===== src/rtl/ifq_pkg.sv =====
// Shared constants and state type for the instruction fetch queue.
package ifq_pkg;

    localparam int unsigned DEFAULT_XLEN = 32;
    localparam logic [31:0] NOP          = 32'h0000_0013;

    typedef enum logic [0:0] {
        FETCH,
        DRAIN
    } ifq_state_e;

endpackage


===== src/rtl/ifq_fifo.sv =====
// Small circular FIFO with synchronous flush; DEPTH must be a power of two so the
// pointers wrap naturally.
module ifq_fifo #(
    parameter int unsigned WIDTH = 64,
    parameter int unsigned DEPTH = 4,
    localparam int unsigned PW   = (DEPTH > 1) ? $clog2(DEPTH) : 1,
    localparam int unsigned CW   = $clog2(DEPTH + 1)
) (
    input  logic             clk,
    input  logic             rst,
    input  logic             push,
    input  logic [WIDTH-1:0] push_data,
    input  logic             pop,
    input  logic             flush,
    output logic [WIDTH-1:0] head,
    output logic [CW-1:0]    count,
    output logic             full,
    output logic             empty
);

    logic [WIDTH-1:0] mem_q [DEPTH];
    logic [PW-1:0]    wr_ptr_q, rd_ptr_q;
    logic [CW-1:0]    count_q;
    logic             do_push, do_pop;

    assign full    = (count_q == CW'(DEPTH));
    assign empty   = (count_q == '0);
    assign do_pop  = pop && !empty;
    assign do_push = push && (!full || do_pop);

    always_ff @(posedge clk or negedge rst) begin
        if (!rst) begin
            wr_ptr_q <= '0;
            rd_ptr_q <= '0;
            count_q  <= '0;
        end else if (flush) begin
            wr_ptr_q <= '0;
            rd_ptr_q <= '0;
            count_q  <= '0;
        end else begin
            if (do_push) begin
                wr_ptr_q <= wr_ptr_q + PW'(1);
            end
            if (do_pop) begin
                rd_ptr_q <= rd_ptr_q + PW'(1);
            end
            count_q <= count_q + CW'(do_push) - CW'(do_pop);
        end
    end

    // Payload storage needs no reset; count_q gates every read.
    always_ff @(posedge clk) begin
        if (do_push && !flush) begin
            mem_q[wr_ptr_q] <= push_data;
        end
    end

    assign head  = mem_q[rd_ptr_q];
    assign count = count_q;

endmodule


===== src/rtl/ifetch_queue.sv =====
// Instruction prefetch queue: issues in-order reads, buffers returned instructions
// with their PCs, and drains stale responses after a redirect. IFQ_ALIGN_CHECK_EN
// enables redirect-target alignment checking.
module ifetch_queue
    import ifq_pkg::*;
#(
    parameter int unsigned     XLEN      = DEFAULT_XLEN,
    parameter int unsigned     DEPTH     = 4,
    parameter int unsigned     MAX_OUTST = 2,
    parameter logic [XLEN-1:0] RESET_PC  = '0
) (
    input  logic            clk,
    input  logic            rst,
    input  logic            redirect,
    input  logic [XLEN-1:0] redirect_pc,
    input  logic            mem_rdy,
    input  logic            mem_valid,
    input  logic [XLEN-1:0] mem_rdata,
    output logic            proc_req,
    output logic            we,
    output logic [XLEN-1:0] addr_out,
    input  logic            dec_ready,
    output logic            instr_valid,
    output logic [XLEN-1:0] instr_out,
    output logic [XLEN-1:0] pc_out,
    output logic            freeze,
    output logic            misalign
);

    localparam int unsigned CW = $clog2(DEPTH + 1);

    ifq_state_e      state_q, state_d;
    logic [XLEN-1:0] fetch_pc_q, fetch_pc_d;
    logic [CW-1:0]   outst_q, outst_d;
    logic [CW-1:0]   discard_q, discard_d;
    logic            active_q;

    logic [CW-1:0]   count;
    logic            full, empty;
    logic [2*XLEN-1:0] head;
    logic [CW:0]     occupancy;
    logic            req_fire, resp_fire, push, pop;
    logic [XLEN-1:0] resp_pc, target_pc;

`ifdef IFQ_ALIGN_CHECK_EN
    logic misalign_q;

    assign target_pc = {redirect_pc[XLEN-1:2], 2'b00};

    always_ff @(posedge clk or negedge rst) begin
        if (!rst) begin
            misalign_q <= 1'b0;
        end else begin
            misalign_q <= redirect && (redirect_pc[1:0] != 2'b00);
        end
    end

    assign misalign = misalign_q;
`else
    assign target_pc = redirect_pc;
    assign misalign  = 1'b0;
`endif

    // Responses with nothing in flight are spurious and ignored.
    assign resp_fire = mem_valid && (outst_q != '0);
    assign occupancy = {1'b0, count} + {1'b0, outst_q};

    // Holds stable under mem_rdy=0: only pops, responses or a redirect can change it.
    assign proc_req = active_q && (state_q == FETCH) && (outst_q < CW'(MAX_OUTST)) &&
                      (occupancy < (CW + 1)'(DEPTH)) && !redirect;
    assign addr_out = fetch_pc_q;
    assign we       = 1'b0;
    assign req_fire = proc_req && mem_rdy;

    // In FETCH every in-flight read is live and sequential, so the oldest one sits
    // outst_q words behind fetch_pc.
    assign resp_pc = fetch_pc_q - (XLEN'(outst_q) << 2);
    assign push    = resp_fire && (state_q == FETCH) && !redirect && !full;
    assign pop     = !empty && dec_ready;

    ifq_fifo #(
        .WIDTH (2 * XLEN),
        .DEPTH (DEPTH)
    ) u_fifo (
        .clk       (clk),
        .rst       (rst),
        .push      (push),
        .push_data ({mem_rdata, resp_pc}),
        .pop       (pop),
        .flush     (redirect),
        .head      (head),
        .count     (count),
        .full      (full),
        .empty     (empty)
    );

    assign instr_valid = !empty;
    assign freeze      = empty;
    assign instr_out   = empty ? XLEN'(NOP) : head[2*XLEN-1:XLEN];
    assign pc_out      = empty ? '0 : head[XLEN-1:0];

    always_comb begin
        state_d    = state_q;
        fetch_pc_d = fetch_pc_q;
        outst_d    = outst_q + CW'(req_fire) - CW'(resp_fire);
        discard_d  = discard_q;

        if (req_fire) begin
            fetch_pc_d = fetch_pc_q + XLEN'(4);
        end

        unique case (state_q)
            FETCH: begin
                state_d = FETCH;
            end
            DRAIN: begin
                if (resp_fire) begin
                    discard_d = discard_q - CW'(1);
                    if (discard_q == CW'(1)) begin
                        state_d = FETCH;
                    end
                end
            end
            default: state_d = FETCH;
        endcase

        // A redirect overrides everything, including one already in progress.
        if (redirect) begin
            fetch_pc_d = target_pc;
            discard_d  = outst_q - CW'(resp_fire);
            state_d    = (discard_d != '0) ? DRAIN : FETCH;
        end
    end

    always_ff @(posedge clk or negedge rst) begin
        if (!rst) begin
            state_q    <= FETCH;
            fetch_pc_q <= RESET_PC;
            outst_q    <= '0;
            discard_q  <= '0;
            active_q   <= 1'b0;
        end else begin
            state_q    <= state_d;
            fetch_pc_q <= fetch_pc_d;
            outst_q    <= outst_d;
            discard_q  <= discard_d;
            active_q   <= 1'b1;
        end
    end

endmodule


===== config.mk =====
export PLATFORM = sky130hd
export DESIGN_NAME = ifetch_queue
export DESIGN_NICKNAME = d
export VERILOG_FILES = /design/src/rtl/ifq_pkg.sv /design/src/rtl/ifq_fifo.sv /design/src/rtl/ifetch_queue.sv
export SDC_FILE = /design/constraint.sdc
export NUM_CORES = 1
export LEC_CHECK = 0
export ABC_AREA = 1
export CAP_MARGIN = 20
export CORE_UTILIZATION = 50
export CTS_BUF_LIST = sky130_fd_sc_hd__clkbuf_8
export DETAILED_ROUTE_END_ITERATION = 6
export GPL_TIMING_DRIVEN = 0
export HOLD_SLACK_MARGIN = 0.05
export PLACE_DENSITY_LB_ADDON = 0.12
export REMOVE_ABC_BUFFERS = 1
export SLEW_MARGIN = 10
export SYNTH_ARGS = -nofsm -noshare
export SYNTH_HDL_FRONTEND = slang
export SYNTH_SLANG_ARGS = --single-unit

===== constraint.sdc =====
create_clock -name clk -period 7.2 [get_ports clk]
set_input_delay 1.44 -clock clk [delete_from_list [all_inputs] [get_ports clk]]
set_output_delay 1.44 -clock clk [all_outputs]
set_load 0.005 [all_outputs]

==> results.txt <==
* Routed wire per std cell: about 17 µm
* Clk root buf: clkbuf_8
- DRC Markers: 0
- Clock-pin slew on the worst setup and hold paths: 60 ps
- Seq cells post-synth: between 300 and 400
- Critical hold path startpoint: discard_q[2]
* Number of synthesis warnings: 0
- Along the worst path, the maximum fanout reaches 72.
- From bottom edge to top edge, the die measures 171 µm.
* Area share of fa/ha/maj cells after synthesis: 2.09%
- Total number of vias: between 10000 and 15000
- The critical path is of the reg -> out type.
- Count of buffers inserted at the top-level ports: 168
* Outcome: finished clean
* Setup crit end kind: primary output
- The endpoint identified for the worst register-to-register timing path is outst_q[2].
- At the end of routability-driven placement, the weighted congestion stood at 0.896.
- Row count: just over 60
- Of the total synthesized cell area, the portion taken by XOR and XNOR cells is 1.53%.
* Global-route total usage across every layer: 24.8%
* Area of the mapped netlist: 14200 µm²
- Startpoint type of the worst setup path: flip-flop
- Chip Width: approximately 170 µm
- Aggregate global routing overflow: 0
- After Yosys synthesis, and, or, nand and nor cells account for 20.7% of the synthesized area.
- The area growth from synthesis to layout is 21.9%.
- Post-detailed-route count of antenna-violating nets: 0
* Number of ports placed on the die boundary: 171
- After synthesis, the largest family of logic cells by area is simple AND/OR/NAND/NOR gates.
- In this run the number of H-tree levels came out at 2.
- The library cell used most frequently in the layout, excluding fill and tap cells, is nor2_1.
- Area of the die: a little under 30000 µm²
- Placeable core area: about 28000 µm²
* Final worst-path setup slack: roughly 2200 ps
* Worst slack, placed: approximately 2400 ps
- TritonCTS clock tree: done
- Slew Viols, Final: 0
* Worst hold path stage count: 2
- For this run, the detailed router's first-pass iteration total came to 5.
- On the final layout, the worst clock skew is 24.1 ps.
* HPWL after DPL: 22.7 mm
- Adding up every negative setup slack in the final design gives 0 ps.
- Fin area: 17300 µm²
* Starting density of the core: between 50% and 60%
- Placed cell area: roughly 16000 µm²
- Setup Buffers After CTS: 0
- RSZ-0062 raised after global routing: no
- Hold timing on the final database bottoms out at a slack of 535 ps.
- Based on the critical path, the design can be clocked at up to around 200 MHz.
* Number of distinct library cells after synthesis: 38
* Number of setup violations in the final report: 0
- Layout fillers: 2287
- Clk Latency, worst-skew pair: 580 ps
- Share of the yosys chip area belonging to registers: 62.3%
- Global-route wire length before repair: 54.8 mm
* Net count of the finished layout: 1715
* Static Leak: roughly 0.0066 µW
- Clk sinks: 303
- In this run the register-to-register setup slack is 4580 ps.
* Commonest non-fill, non-tap cells in the layout: 340 x nor2_1, 275 x nand2_1, 256 x edfxtp_1, 166 x clkdlybuf4s50_1, 149 x o21ai_0
- The number of global-route vias before repair came to 10200.
- TritonCTS created 50 clock buffers.
* Fraction of layout instances using a drive strength above 1: ~7%
- The synthesized netlist devotes between 7 and 8% of its cell area to compound gates.
- Share of cell area taken by muxes after synthesis: 0%
- Counting cells, the worst reg-to-reg path comes to 10.
- After clock tree synthesis, the repair step resized 0 gates.
* Final hold violation count: 0
- In this run the critical register-to-register path is launched from outst_q[1].
- After detailed routing, the number of vias per cell comes to 5.18.
* Measured slew at the worst slew-check pin: approximately 840 ps
- Per-instance average area after synthesis: slightly below 10 µm²
* Initial antenna violation count: 2
* Required time reported for the critical path endpoint: 5760 ps
- Of the available clock period, the critical path in the final layout requires 70.1%.
* Class of the most critical hold timing path: reg -> reg
- Number of buffers between clock root and the deepest sink: 3
- Worst max-slew margin expressed relative to the limit: roughly 44%
- Worst hold endpoint: discard_q[2]
* DRT Wirelength: 35.3 mm
* Gate count after technology mapping: ~1500
- For this design the ratio of total power to cell area is 296 nW/µm².
- Signal arrival time at the worst endpoint: 3610 ps
* Final standard cell utilization of the core: 62.2%
- Max cap viols: 0
* VDD IR-drop max: 219 µV
* Largest net degree at the start of global routing: 73
- The clock period could shrink to 5050 ps.
- Drt first-iter violations: 848
- Cts hold-fix bufs: 0
-- layer usage --
layer  track usage, %  part of all wire [%]  routed length, µm
met1             32.0                    43              15300
met2             42.3                    49              17100
met3             4.53                   6.0               2140
met4             7.64                   2.3                808
met5                0                     0                  0
-- cell usage after synthesis --
cell type  instances  area [µm²]
nor2_1           344        1290
nand2_1          275        1030
edfxtp_1         256        7690
o21ai_0          149         746
inv_1             87         327
nand3_1           71         355
a21oi_1           65         325
dfrtp_1           47        1180
clkbuf_1          34         128
buf_2             23         115
ha_1              19         238
xor2_1            17         149
buf_4             10        75.1
buf_1              7        26.3
nand4_1            7        43.8
nor2_2             7        43.8
xnor2_1            6        52.6
inv_2              5        18.8
buf_6              4        45.0
clkbuf_8           3        41.3
fa_1               3        60.1
nor2_4             3        33.8
o311ai_0           3        26.3
conb_1             2        7.51
nand2_2            2        12.5
nand2_4            2        22.5
nand3_2            2        20.0
nor3_1             2        10.0
or2_2              2        12.5
clkinv_2           1        5.00
nand3_4            1        17.5
nand3b_1           1        7.51
nor3_2             1        10.0
nor4_1             1        6.26
nor4_4             1        21.3
o21ai_1            1        5.00
or2_1              1        6.26
xor2_2             1        16.3
-- state kept, by name, summed over array words and instances (netlist names) --
signal,flops
addr_out,32
discard_q,3
u_fifo.rd_ptr_q,2
u_fifo.mem_q,256
active_q,1
u_fifo.wr_ptr_q,2
u_fifo.count,3
state_q,1
outst_q,3
-- cell families (layout without fill, tap and decap cells) --
logic type / count (synthesis) / in the layout
other cells: 2 / 4
flops: 303 / 303
compound gates: 218 / 218
buf+inv: 174 / 370
fa+ha+maj: 22 / 22
simple gates: 723 / 723
xor+xnor: 24 / 24
-- how the worst max path moves through the flow --
stage | end | slack [ps] | cells after the start | startpoint
after floorplan | instr_out[0] | 1700 | 5 | u_fifo.rd_ptr_q[0]
after global placement | u_fifo.mem_q[1][57] | -2820 | 6 | redirect
after detailed placement | proc_req | 2440 | 5 | redirect
after CTS | instr_out[0] | 2130 | 6 | u_fifo.rd_ptr_q[0]
after global routing | instr_out[0] | 1980 | 8 | u_fifo.rd_ptr_q[0]
final | instr_out[0] | 2150 | 6 | u_fifo.rd_ptr_q[0]
-- area by class of cell --
cell class              instances  area (µm²)  area share [%]
clock buffers                  54         743            4.29
flip-flops and latches        303        8870            51.2
multi-input cells             990        4610            26.6
inverters                      93         358            2.06
clock inverters                38         196            1.13
well taps                     378         473            2.73
diodes                          1        2.50          0.0144
repair buffers                185        2080            12.0
-- per-stage QoR --
step / std cells / total power [µW]
floorplan: 1386 / 2930
global placement: 1932 / 3710
detailed placement: 1949 / 3770
CTS: 2041 / 5180
global route: 2041 / 5430
finish: 2042 / 5130
-- where the power goes --
| group | leakage [µW] | internal, µW | switching (µW) | total [µW] |
|---|---|---|---|---|
| sequential | 0.00289 | 2050 | 138 | 2190 |
| combinational | 0.00315 | 698 | 835 | 1530 |
| clock | 0.000564 | 730 | 678 | 1410 |
-- critical path: stages (launching register included) --
cell and delay, ps:
dfrtp_4 750, buf_16 330, inv_4 490, buf_16 330, nor2_1 60, o311ai_0 370
clkdlybuf4s50_1 590
Note: power is estimated with default switching activity, not from simulation.
